File: src/rtl/video_gen_pkg.sv
// Shared types and parameter-derived helpers for the video stream generator.
package video_gen_pkg;

  typedef enum logic [1:0] {
    RAMP    = 2'd0,
    CHECKER = 2'd1,
    FRAME   = 2'd2,
    INDEX   = 2'd3
  } pattern_t;

  // Number of words needed to carry one active line (W).
  function automatic int unsigned active_words(input int unsigned res_x,
                                               input int unsigned ppc);
    return (res_x + ppc - 1) / ppc;
  endfunction

  // Pixels in a partial last word (L); 0 when the line fills whole words.
  function automatic int unsigned last_len(input int unsigned res_x,
                                           input int unsigned ppc);
    return res_x % ppc;
  endfunction

  // Valid mask of the last active word; all lanes valid when L is 0.
  function automatic logic [31:0] last_mask(input int unsigned res_x,
                                            input int unsigned ppc);
    int unsigned l;
    l = last_len(res_x, ppc);
    if (l == 0) return (32'd1 << ppc) - 32'd1;
    return (32'd1 << l) - 32'd1;
  endfunction

endpackage

File: src/rtl/video_px_pattern.sv
// One pixel of test-pattern content from its column, line, frame count and pattern.
module video_px_pattern
  import video_gen_pkg::*;
#(
  parameter int unsigned PX_WIDTH = 12,
  parameter int unsigned RES_X    = 1936
) (
  input  logic [31:0]         px_i,
  input  logic [31:0]         y_i,
  input  logic [PX_WIDTH-1:0] frame_i,
  input  pattern_t            pattern_i,
  output logic [PX_WIDTH-1:0] px_o
);

  // Pattern select; all arithmetic is truncated to the pixel width.
  always_comb begin
    px_o = '0;
    case (pattern_i)
      RAMP:    px_o = PX_WIDTH'(px_i + y_i);
      CHECKER: px_o = (px_i[3] ^ y_i[3]) ? '1 : '0;
      FRAME:   px_o = frame_i;
      INDEX:   px_o = PX_WIDTH'(y_i * RES_X + px_i);
      default: px_o = '0;
    endcase
  end

endmodule

File: src/rtl/video_stream_gen.sv
// Multi-pixel-per-clock test pattern stream generator with blanking and strobes.
module video_stream_gen
  import video_gen_pkg::*;
#(
  parameter int unsigned PX_WIDTH   = 12,
  parameter int unsigned PX_PER_CLK = 4,
  parameter int unsigned RES_X      = 1936,
  parameter int unsigned TOTAL_X    = 2200,
  parameter int unsigned RES_Y      = 1096,
  parameter int unsigned TOTAL_Y    = 1125
) (
  input  logic                           clk_i,
  input  logic                           rst_i,
  input  logic                           en_i,
  input  logic [1:0]                     pattern_sel_i,
  output logic [PX_PER_CLK*PX_WIDTH-1:0] px_data_o,
  output logic [PX_PER_CLK-1:0]          px_data_val_o,
  output logic                           line_start_o,
  output logic                           line_end_o,
  output logic                           frame_start_o,
  output logic                           frame_end_o,
  output logic [15:0]                    frame_cnt_o
);

  localparam int unsigned W  = active_words(RES_X, PX_PER_CLK);
  localparam int unsigned TW = TOTAL_X / PX_PER_CLK;
  localparam int unsigned XW = (TW > 1) ? $clog2(TW) : 1;
  localparam int unsigned YW = (TOTAL_Y > 1) ? $clog2(TOTAL_Y) : 1;

  localparam logic [31:0]           MASK_FULL = last_mask(RES_X, PX_PER_CLK);
  localparam logic [PX_PER_CLK-1:0] LAST_MASK = MASK_FULL[PX_PER_CLK-1:0];

  localparam logic [XW-1:0] X_LAST     = XW'(TW - 1);
  localparam logic [XW-1:0] X_ACT      = XW'(W);
  localparam logic [XW-1:0] X_ACT_LAST = XW'(W - 1);
  localparam logic [YW-1:0] Y_LAST     = YW'(TOTAL_Y - 1);
  localparam logic [YW-1:0] Y_ACT      = YW'(RES_Y);
  localparam logic [YW-1:0] Y_ACT_LAST = YW'(RES_Y - 1);

  if (PX_PER_CLK == 0 || RES_X == 0 || RES_Y == 0) begin : g_chk_nonzero
    $error("video_stream_gen: PX_PER_CLK, RES_X and RES_Y must be non-zero");
  end
  if (TOTAL_X % PX_PER_CLK != 0) begin : g_chk_total_x_mult
    $error("video_stream_gen: TOTAL_X must be a multiple of PX_PER_CLK");
  end
  if (TW <= W) begin : g_chk_hblank
    $error("video_stream_gen: TOTAL_X/PX_PER_CLK must exceed the active word count");
  end
  if (TOTAL_Y <= RES_Y) begin : g_chk_vblank
    $error("video_stream_gen: TOTAL_Y must exceed RES_Y");
  end

  typedef enum logic {S_IDLE, S_RUN} state_t;

  state_t                        state_q, state_d;
  logic [XW-1:0]                 x_q, x_d;
  logic [YW-1:0]                 y_q, y_d;
  pattern_t                      pat_q, pat_d;
  logic [PX_PER_CLK*PX_WIDTH-1:0] px_data_q, px_data_d;
  logic [PX_PER_CLK-1:0]         px_val_q, px_val_d;
  logic                          line_start_q, line_start_d;
  logic                          line_end_q, line_end_d;
  logic                          frame_start_q, frame_start_d;
  logic                          frame_end_q, frame_end_d;
  logic [15:0]                   frame_cnt_q, frame_cnt_d;

  logic                          run;
  logic                          active;
  logic                          at_origin;
  pattern_t                      pat_cur;
  logic [PX_WIDTH-1:0]           lane_px [PX_PER_CLK];

  // Pattern is taken live on the frame's first word and held for the rest of it.
  always_comb begin
    run       = (state_q == S_RUN);
    at_origin = run && (x_q == '0) && (y_q == '0);
    pat_cur   = at_origin ? pattern_t'(pattern_sel_i) : pat_q;
    pat_d     = pat_cur;
  end

  for (genvar i = 0; i < PX_PER_CLK; i++) begin : g_lane
    video_px_pattern #(
      .PX_WIDTH (PX_WIDTH),
      .RES_X    (RES_X)
    ) u_px_pattern (
      .px_i      (32'(x_q) * PX_PER_CLK + i),
      .y_i       (32'(y_q)),
      .frame_i   (PX_WIDTH'(frame_cnt_q)),
      .pattern_i (pat_cur),
      .px_o      (lane_px[i])
    );
  end

  // Run/idle control and raster counters; a stop request only ends at frame boundary.
  always_comb begin
    state_d = state_q;
    x_d     = x_q;
    y_d     = y_q;
    case (state_q)
      S_IDLE: begin
        x_d = '0;
        y_d = '0;
        if (en_i) state_d = S_RUN;
      end
      S_RUN: begin
        if (x_q == X_LAST) begin
          x_d = '0;
          if (y_q == Y_LAST) begin
            y_d = '0;
            if (!en_i) state_d = S_IDLE;
          end else begin
            y_d = y_q + 1'b1;
          end
        end else begin
          x_d = x_q + 1'b1;
        end
      end
      default: state_d = S_IDLE;
    endcase
  end

  // Next output word: lane masks, blanked pixel data and position strobes.
  always_comb begin
    active        = run && (y_q < Y_ACT) && (x_q < X_ACT);
    px_val_d      = '0;
    px_data_d     = '0;
    line_start_d  = 1'b0;
    line_end_d    = 1'b0;
    frame_start_d = 1'b0;
    frame_end_d   = 1'b0;
    if (active) begin
      px_val_d      = (x_q == X_ACT_LAST) ? LAST_MASK : '1;
      line_start_d  = (x_q == '0);
      line_end_d    = (x_q == X_ACT_LAST);
      frame_start_d = (x_q == '0) && (y_q == '0);
      frame_end_d   = (x_q == X_ACT_LAST) && (y_q == Y_ACT_LAST);
    end
    for (int unsigned i = 0; i < PX_PER_CLK; i++) begin
      px_data_d[i*PX_WIDTH +: PX_WIDTH] = px_val_d[i] ? lane_px[i] : '0;
    end
    frame_cnt_d = frame_cnt_q + 16'(frame_end_q);
  end

  // State, counters and output registers with synchronous reset.
  always_ff @(posedge clk_i) begin
    if (rst_i) begin
      state_q       <= S_IDLE;
      x_q           <= '0;
      y_q           <= '0;
      pat_q         <= RAMP;
      px_data_q     <= '0;
      px_val_q      <= '0;
      line_start_q  <= 1'b0;
      line_end_q    <= 1'b0;
      frame_start_q <= 1'b0;
      frame_end_q   <= 1'b0;
      frame_cnt_q   <= '0;
    end else begin
      state_q       <= state_d;
      x_q           <= x_d;
      y_q           <= y_d;
      pat_q         <= pat_d;
      px_data_q     <= px_data_d;
      px_val_q      <= px_val_d;
      line_start_q  <= line_start_d;
      line_end_q    <= line_end_d;
      frame_start_q <= frame_start_d;
      frame_end_q   <= frame_end_d;
      frame_cnt_q   <= frame_cnt_d;
    end
  end

  assign px_data_o     = px_data_q;
  assign px_data_val_o = px_val_q;
  assign line_start_o  = line_start_q;
  assign line_end_o    = line_end_q;
  assign frame_start_o = frame_start_q;
  assign frame_end_o   = frame_end_q;
  assign frame_cnt_o   = frame_cnt_q;

endmodule

File: config.mk
export PLATFORM = sky130hd
export DESIGN_NAME = video_stream_gen
export DESIGN_NICKNAME = d
export VERILOG_FILES = /design/src/rtl/video_gen_pkg.sv /design/src/rtl/video_px_pattern.sv /design/src/rtl/video_stream_gen.sv
export SDC_FILE = /design/constraint.sdc
export NUM_CORES = 1
export LEC_CHECK = 0
export CAP_MARGIN = 20
export CORE_MARGIN = 2
export CORE_UTILIZATION = 50
export DETAILED_ROUTE_END_ITERATION = 8
export GPL_ROUTABILITY_DRIVEN = 0
export GPL_TIMING_DRIVEN = 0
export PLACE_DENSITY = 0.76
export SYNTH_ARGS = -nofsm -noshare
export SYNTH_HDL_FRONTEND = slang
export SYNTH_SLANG_ARGS = --single-unit
File: constraint.sdc
create_clock -name clk_i -period 8 [get_ports clk_i]
set_clock_uncertainty 0.1 [all_clocks]
set_input_delay 2.4 -clock clk_i [delete_from_list [all_inputs] [get_ports clk_i]]
set_output_delay 2.4 -clock clk_i [all_outputs]
set_load 0.05 [all_outputs]
# --- After elaboration in Yosys (flattened, before gate mapping) ---
# Index checks and enable logic that the tools add are counted.
totals:
  out_inout_bits: 72
  ff_bits: 96
  in_bits: 5
  wordCells: 82
classes:
  add_sub_neg: 14
  bitwise_logic: 10
  eq_ne: 8
  reduce_logical: 14
  mux: 19
  magnitude_cmp: 2
  n_mul: 1
ops:
  columns: ["cell", "count"]
  rows:
  - ["$pmux W12 S4", 4]
  - ["$add A12 B11 Y12", 4]
  - ["$add A12 B12 Y12", 4]
  - ["$mux W12", 4]
  - ["$add A12 B2 Y12 const B", 2]
  - ["$eq A11 B11 Y1 const B", 2]
  - ["$mux W11", 2]
  - ["$pmux W11 S2", 1]
  - ["$pmux W10 S2", 1]
  - ["$add A16 B1 Y16", 1]
  - ["$add A12 B1 Y12 const B", 1]
  - ["$add A11 B1 Y11 const B", 1]
  - ["$logic_not A11 Y1", 1]
  - ["$lt A11 B11 Y1 const B", 1]
  - ["$mul A11 B7 Y8 const B", 1]
  - ["$add A10 B1 Y10 const B", 1]
  - ["$eq A10 B10 Y1 const B", 1]
  - ["$eq A10 B9 Y1 const B", 1]
  - ["$logic_not A10 Y1", 1]
  - ["$lt A10 B9 Y1 const B", 1]
  - ["$mux W10", 1]
  - ["$reduce_or A2 Y1", 5]
  - ["$logic_and A1 B1 Y1", 6]
  - ["$not A1 Y1", 6]
  - ["9 further kinds", 15]

# --- Depth between registers and ports, before layout ---
# Gate-level depths: netlist (run 1).
logic_depth:
  depth_word: 6
  mapped_depth: 13
  depth_no_buf: 13

# --- Cells and area by module ---
# A second synthesis (run 1) with hierarchy kept.
unflattened:
  cells_unflattened: 1039
  hier_area_um2: 9064.9
modules_own_cells:
  columns: ["mod", "cells_per_inst", "seq_area_each_um2", "area_per_inst_um2", "n_inst"]
  rows:
  - ["video_stream_gen", 345, 1861.8, 3423.3, 1]
  - ["video_px_pattern at g_lane[2].u_px_pattern ...", 173, 0.0, 1408.9, 2]
  - ["video_px_pattern at g_lane[1].u_px_pattern", 178, 0.0, 1435.1, 1]
  - ["video_px_pattern at g_lane[0].u_px_pattern", 170, 0.0, 1388.8, 1]

# --- Worst setup path before layout (run 1) ---
# Ideal clock, no wire load.
synth_path:
  path_kind: "reg2reg"
  from: "register y_q[1]"
  to: "register px_data_q[11] (netlist: px_data_o[11])"
  setup_time_ns: 0.114
  setup_slack_ns: 4.043
  required_time_ns: 7.786
  path_buffers: 0
  period_less_slack_ns: 3.957
  path_stages_with_launch: 13
  t_arrival_ns: 3.743
  cell_sequence: "dfxtp_1 -> fa_1 -> fa_1 -> ha_1 -> fa_1 -> ha_1 -> xor2_1 -> ha_1 -> a21oi_1 -> o21ai_0 -> xnor2_1 -> and3_1 -> a21o_1"
synth_via:
  elab_chain_cells: 6
  word_cells_on_any_way: 17
  classes_between: "add/sub (2); mul (1); order compare (1); eq/ne (3); mux (3); bitwise (1); reduce/logical (6)"
synth_lines:
  columns: ["item", "line", "rtl"]
  rows:
  - ["from (decl)", "video_stream_gen.sv:57", "logic [YW-1:0] y_q, y_d;"]
  - ["from (signal assigned)", "video_stream_gen.sv:161", "y_q <= y_d;"]
  - ["parallel branches: the longest is 6 deep, another holds $add A12 B12 Y12", null, null]
  - ["to (signal assigned)", "video_stream_gen.sv:163", "px_data_q <= px_data_d;"]
  - ["to (decl)", "video_stream_gen.sv:59", "logic [PX_PER_CLK*PX_WIDTH-1:0] px_data_q, px_data_d;"]
# Parallel ways; which one is timed is not known.
# A chain may end at the register's enable or synchronous reset.

# --- Final worst setup path (run 1) ---
layout_path:
  from: "input port rst_i"
  to: "register frame_end_q (netlist: frame_end_o)"
layout_via:
  elab_chain_cells: 1
layout_lines:
  columns: ["item", "line", "rtl"]
  rows:
  - ["from (decl)", "video_stream_gen.sv:13", "input logic rst_i,"]
  - ["$reduce_or A2 Y1 (no source line)", null, null]
  - ["to (signal assigned)", "video_stream_gen.sv:168", "frame_end_q <= frame_end_d;"]
  - ["to (decl)", "video_stream_gen.sv:64", "logic frame_end_q, frame_end_d;"]
# No other way between the ends.

==> impl_metrics.ini, run 1 <==
[synthesis]
avgSynthCellArea_sq_um = 8.77
synth_edf_count = 0
synth_area_leader_cell = dfxtp_1
synth.distinct_cells = 53
syn_area_sq_um = 5300
synth.top_cell.area_share_pct = 34.4
synth_common_cells = dfxtp_1 (91), a21oi_1 (75), nor2_1 (58)
synthCells = 604
synth_warnings = 0
synthFlopType = dfxtp_1
syn_nets = 652
ys_seq_area_share_pct = 34.4
async_reset_ff_share_pct = 0
ys_ff_latch = 91
synth_area_leaders = dfxtp_1 (34%), ha_1 (8.5%), a21oi_1 (7.1%), xnor2_1 (6.9%), xor2_1 (5.8%)
yosysMostFrequentCell = dfxtp_1

[timing]
tns_ns = 0
relSlewSlack_pct = 30.6
setup_viol = 0
slew_violations = 0
post-route-min-period_ns = 4.89
fin_crit_sh_pct = 61.2
rsz0062_at_grt = no
hold_violations = 0
tightestPinTransition_ns = 1.03
max_freq_mhz = 204

[clocking]
cts_buffer_depth = 2
clkTransAtPathRegs_ns = 0.09
h-tree-depth = 3
ctsRootBufferMaster = clkbuf_8
clock-sinks = 91
clock_latency_ns = 0.37
cts.hold.buffers_added = 0
cts_made_buffers = 9
cts_tree = built
post_cts_resized = 0
post_cts_buffers = 0

[routing]
wl_per_cell_um = 16.8
drt_iter0_drc = 346
vias = 4721
ant_nets = 0
via_per_inst = 5.68
drt_pass1_iterations = 5
drc = 0
totalWireLength_mm = 14.0

[cells_and_area]
seqCellArea_sq_um = 1820
final_nets = 739
diodes = 0
layout-drive-gt1-share_pct = 6.62
nFillCells = 880
finalInstanceArea_sq_um = 6450
synthToLayoutAreaGrowth_pct = 21.8
multi_input_area_sq_um = 3260

[worst_hold_path]
hp-class = reg -> reg

[floorplanning]
die_x_um = 107
die_area_sq_um = 11400
die-height_um = 107
core_sq_um = 10300
io_pins = 77
row_count = 37
initial_core_util_pct = 51.3

[run]
drv_cap = 0

[grt]
grt_pass1_vias = 4499
antenna_found_initial = 0
grt_max_degree = 16
track_usage_pct = 25.1
grt_first_pass_wirelength_mm = 22.6
overflow = 0

[worst_setup_path]
worstPathRequired_ns = 8.20
cp-end-kind = flop
worstPathArrival_ns = 5.09
worstSetupStartpointType = primary input
crit_type = in -> reg
crit_path_max_fanout = 9

[power]
cellPowerDensity_nw_per_um2 = 144
leakage_uw = 0.00268
total_power_uw = 928
peakVddDrop_mv = 0.0781

[placed_design]
port_buffers = 76
hpwl_mm = 10.6
placedInstanceArea_sq_um = 6230

[outcome]
status = complete, no violations
layout make-up:
class / count / share of cell area, %
buffer: 32 / 2.46
clock buffer: 10 / 2.13
clock inverter: 5 / 1.32
inverter: 15 / 0.872
multi-input combinational: 466 / 50.6
sequential: 91 / 28.2
tap: 136 / 2.64
timing repair buffer: 76 / 11.8
report_power, final:
group	internal [uW]	switching (uW)
clock	185	173
sequential	458	4.78
combinational	33.3	73.2
critical path, cell delays in order:
cell and delay (ns):
clkdlybuf4s50_1 0.53, nand2b_1 0.27, nor2_1 0.11, o221ai_1 0.13, a21o_1 0.19, clkbuf_1 0.24
inv_1 0.27, nand2_1 0.14, nor4b_1 0.49, and4_1 0.33
registers in the layout (all words and copies together) (netlist names):
register and flops:
frame_start_o 1, px_data_val_o 1, frame_end_o 1, px_data_o 46
line_start_o 1, y_q 11, line_end_o 1, frame_cnt_o 16
pat_q 2, x_q 10, run 1
cells in the final DEF (no fill, tap or decap), types with 2 or more instances in the layout:
master	n
xnor2_1	42
mux2_4	5
a22oi_4	4
nor3_1	7
inv_6	2
or2_2	2
o21bai_1	4
and3_1	9
a21oi_1	75
xor2_1	35
nand2_1	55
o21a_1	7
bufinv_16	2
buf_6	2
nand3_1	19
inv_1	14
dfxtp_1	91
o221ai_1	2
ha_1	36
clkbuf_1	20
mux2i_1	4
o21ai_2	4
a221oi_2	2
nor2b_1	6
nand4_1	8
clkbuf_8	10
fa_1	7
nor2_1	58
nand2b_1	9
o21ai_1	2
or3_1	6
and4_1	4
a21o_1	17
buf_1	3
o21ai_0	19
buf_4	6
clkdlybuf4s50_1	76
per-stage QoR:
step                utilization [%]  hold slack (ns)  cells  worst slack (ns)
floorplan                         -            0.380    604              4.04
global placement               60.4            0.382    816              2.92
detailed placement             60.4            0.412    816              2.88
CTS                            62.5            0.423    831              3.22
global route                   62.5            0.452    831              2.96
finish                         62.5            0.423    831              3.11
cell families (layout without fill, tap and decap cells):
group | count (synthesis) | count (layout) | synth area share (%)
xor gates and xnor gates | 77 | 77 | 12.7
buffers and inverters | 47 | 138 | 4.06
and+or+nand+nor | 191 | 191 | 17.3
DFF | 91 | 91 | 34.4
muxes | 10 | 10 | 2.38
AOI/OAI and AO/OA | 145 | 145 | 18.1
adders and majority gates | 43 | 43 | 11.1
per-layer routing:
metal	vias to the layer above	GRT usage [%]	part of all wire (%)
li1	2254	-	-
met1	2214	33.3	42
met2	224	41.6	47
met3	29	4.62	8.1
met4	0	7.88	2.5
met5	-	0	0
final timing paths:
kind                         from              end  slack (ns)  cells past startpoint
setup / recovery            rst_i      frame_end_o        3.11                     10
hold / removal    frame_cnt_o[14]  frame_cnt_o[14]        0.42                      2
setup reg to reg           y_q[1]    px_data_o[10]        3.57                     10
hold reg to reg   frame_cnt_o[14]  frame_cnt_o[14]        0.42                      2
No activity file was read; power rests on OpenSTA's default activity.
==> run 2: changes to the inputs <==
--- a/config.mk
+++ b/config.mk
@@ -11,7 +11,7 @@
 export DETAILED_ROUTE_END_ITERATION = 8
 export GPL_ROUTABILITY_DRIVEN = 0
 export GPL_TIMING_DRIVEN = 0
-export PLACE_DENSITY = 0.76
+export PLACE_DENSITY = 0.79
 export SYNTH_ARGS = -nofsm -noshare
 export SYNTH_HDL_FRONTEND = slang
 export SYNTH_SLANG_ARGS = --single-unit
==> constraint.sdc (replaced) <==
create_clock -name clk_i -period 4.18 [get_ports clk_i]
set_clock_uncertainty 0.1 [all_clocks]
set_input_delay 1.254 -clock clk_i [delete_from_list [all_inputs] [get_ports clk_i]]
set_output_delay 1.254 -clock clk_i [all_outputs]
set_load 0.05 [all_outputs]
==> impl_metrics.ini, run 2 (synthesis results as in run 1) <==
[timing]
tns_ns = 0
tightestPinTransition_ns = 1.09
rsz0062_at_grt = no
slew_violations = 0
relSlewSlack_pct = 26.9
max_freq_mhz = 247
hold_violations = 0
setup_viol = 0
post-route-min-period_ns = 4.05
setup_ws_ns = 0.134
fin_crit_sh_pct = 96.8

[cells_and_area]
diodes = 0
nFillCells = 855
final_nets = 740
mostFrequentLayoutCells = dfxtp_1 (88), clkdlybuf4s50_1 (76), a21oi_1 (75)
layout-drive-gt1-share_pct = 7.33
layout_commonest_cell = dfxtp_1
synthToLayoutAreaGrowth_pct = 21.6
largest_reg_flops = 46

[grt]
grt_busiest_layer = met2
grt_first_pass_wirelength_mm = 22.2
grt_max_degree = 17
antenna_found_initial = 0
grtUsageMet3_pct = 4.01
use_met1_pct = 31.8
track_usage_pct = 24.6
met2_usage_pct = 40.9
overflow = 0
grt_pass1_vias = 4536

[worst_setup_path]
crit_family = adder cells
worstPathRequired_ns = 4.35
slowest_delay_ns = 0.51
critical_path_buf_inv_count = 0
crit_type = reg -> reg
cp-end-kind = flop
critPathSlowestCell = dfxtp_2
crit_path_max_fanout = 11
path_cells = fa_1, fa_1, ha_1, fa_1, ha_1, xor2_1, ha_1, a21oi_1, o21ai_0, xnor2_1, and3_1, a21o_1
worstPathArrival_ns = 4.22
worstSetupStartpointType = flop

[floorplanning]
die-height_um = 107
row_count = 37
core_sq_um = 10300
io_pins = 77
die_x_um = 107
die_area_sq_um = 11400
initial_core_util_pct = 51.3

[power]
p_clk_share_pct = 35.7
leakage_uw = 0.00267
p_sw_uw = 474
cellPowerDensity_nw_per_um2 = 263
power_frac_seq_pct = 52.3
peakVddDrop_mv = 0.134
combPwrFrac_pct = 12.1
switching_share_pct = 28.0
internal_power_uw = 1220

[worst_hold_path]
hp-class = reg -> reg

[routing]
drc = 0
drt_iter0_drc = 277
ant_nets = 0
wl_per_cell_um = 16.4
via_per_inst = 5.64
drt_pass1_iterations = 5
totalWireLength_mm = 13.6
vias = 4691

[clocking]
clock-sinks = 91
clkTransAtPathRegs_ns = 0.09
ctsRootBufferMaster = clkbuf_8
cts_tree = built
h-tree-depth = 3
cts_made_buffers = 9
cts.hold.buffers_added = 0
cts_buffer_depth = 2
clock_latency_ns = 0.38

[outcome]
status = complete, no violations

[placed_design]
place_ws_ns = -0.244
hpwl_mm = 10.5
port_buffers = 76

[run]
drv_cap = 0
## run 2: cell count changes in the layout (fill, tap and decap cells not counted), sizes merged
cell,change
bufinv,-1
clkinvlp,+1
buf,+1
clkbuf,-1
inv,+1
## run 2: area by class of cell
| type | instances | area, sq um | share of cell area, % |
|---|---|---|---|
| well taps | 136 | 170 | 2.64 |
| plain buffers | 32 | 159 | 2.47 |
| repair buffers | 77 | 768 | 11.9 |
| flip-flops and latches | 91 | 1830 | 28.4 |
| clock inverters | 6 | 71.3 | 1.11 |
| multi-input cells | 466 | 3270 | 50.7 |
| clock buffers | 9 | 124 | 1.92 |
| inverters | 15 | 56.3 | 0.874 |
## run 2: metrics by stage
step / power [uW] / instances / hold slack [ns] / instance area [sq um] / util (%)
global route: 1750 / 832 / 0.466 / 6440 / 62.4
finish: 1690 / 832 / 0.440 / 6440 / 62.4
CTS: 1700 / 832 / 0.443 / 6440 / 62.4
floorplan: 1050 / 604 / 0.380 / 5300 / -
global placement: 1100 / 816 / 0.382 / 6230 / 60.4
detailed placement: 1110 / 816 / 0.431 / 6230 / 60.4
## run 2: routing by layer
layer | share of wire, % | wire length [um]
met1 | 42 | 5800
met2 | 47 | 6470
met3 | 6.6 | 903
met4 | 3.5 | 478
met5 | 0 | 0
## run 2: final timing paths
check / slack, ns / endpoint / cells after the start / from
min: 0.44 / frame_cnt_o[6] / 2 / frame_cnt_o[6]
min reg2reg: 0.44 / frame_cnt_o[6] / 2 / frame_cnt_o[6]
max reg2reg: 0.13 / px_data_o[11] / 12 / y_q[0]
max: 0.13 / px_data_o[11] / 12 / y_q[0]
## run 2: worst reg2reg max path, delay by kind of cell (launching register included)
family / cells / cell delay [ns]
DFF: 1 / 0.51
adders and majority gates: 6 / 2.42
AOI/OAI and AO/OA: 3 / 0.40
and+or+nand+nor: 1 / 0.21
xor gates and xnor gates: 2 / 0.31
## run 2: what timing repair did
item	in CTS	in global routing
gates resized for setup	4	1
endpoints found under the setup margin	8	6
pin swaps	1	0
setup buffers	1	0
## run 2: power groups by stage
stage / Clock, uW / Combinational (uW) / Sequential (uW)
3_3_place_gp: 0 / 197 / 905
5_1_grt: 650 / 216 / 887
2_1_floorplan: 0 / 119 / 931
6_report: 604 / 205 / 885
4_1_cts: 611 / 201 / 885
3_5_place_dp: 0 / 200 / 906
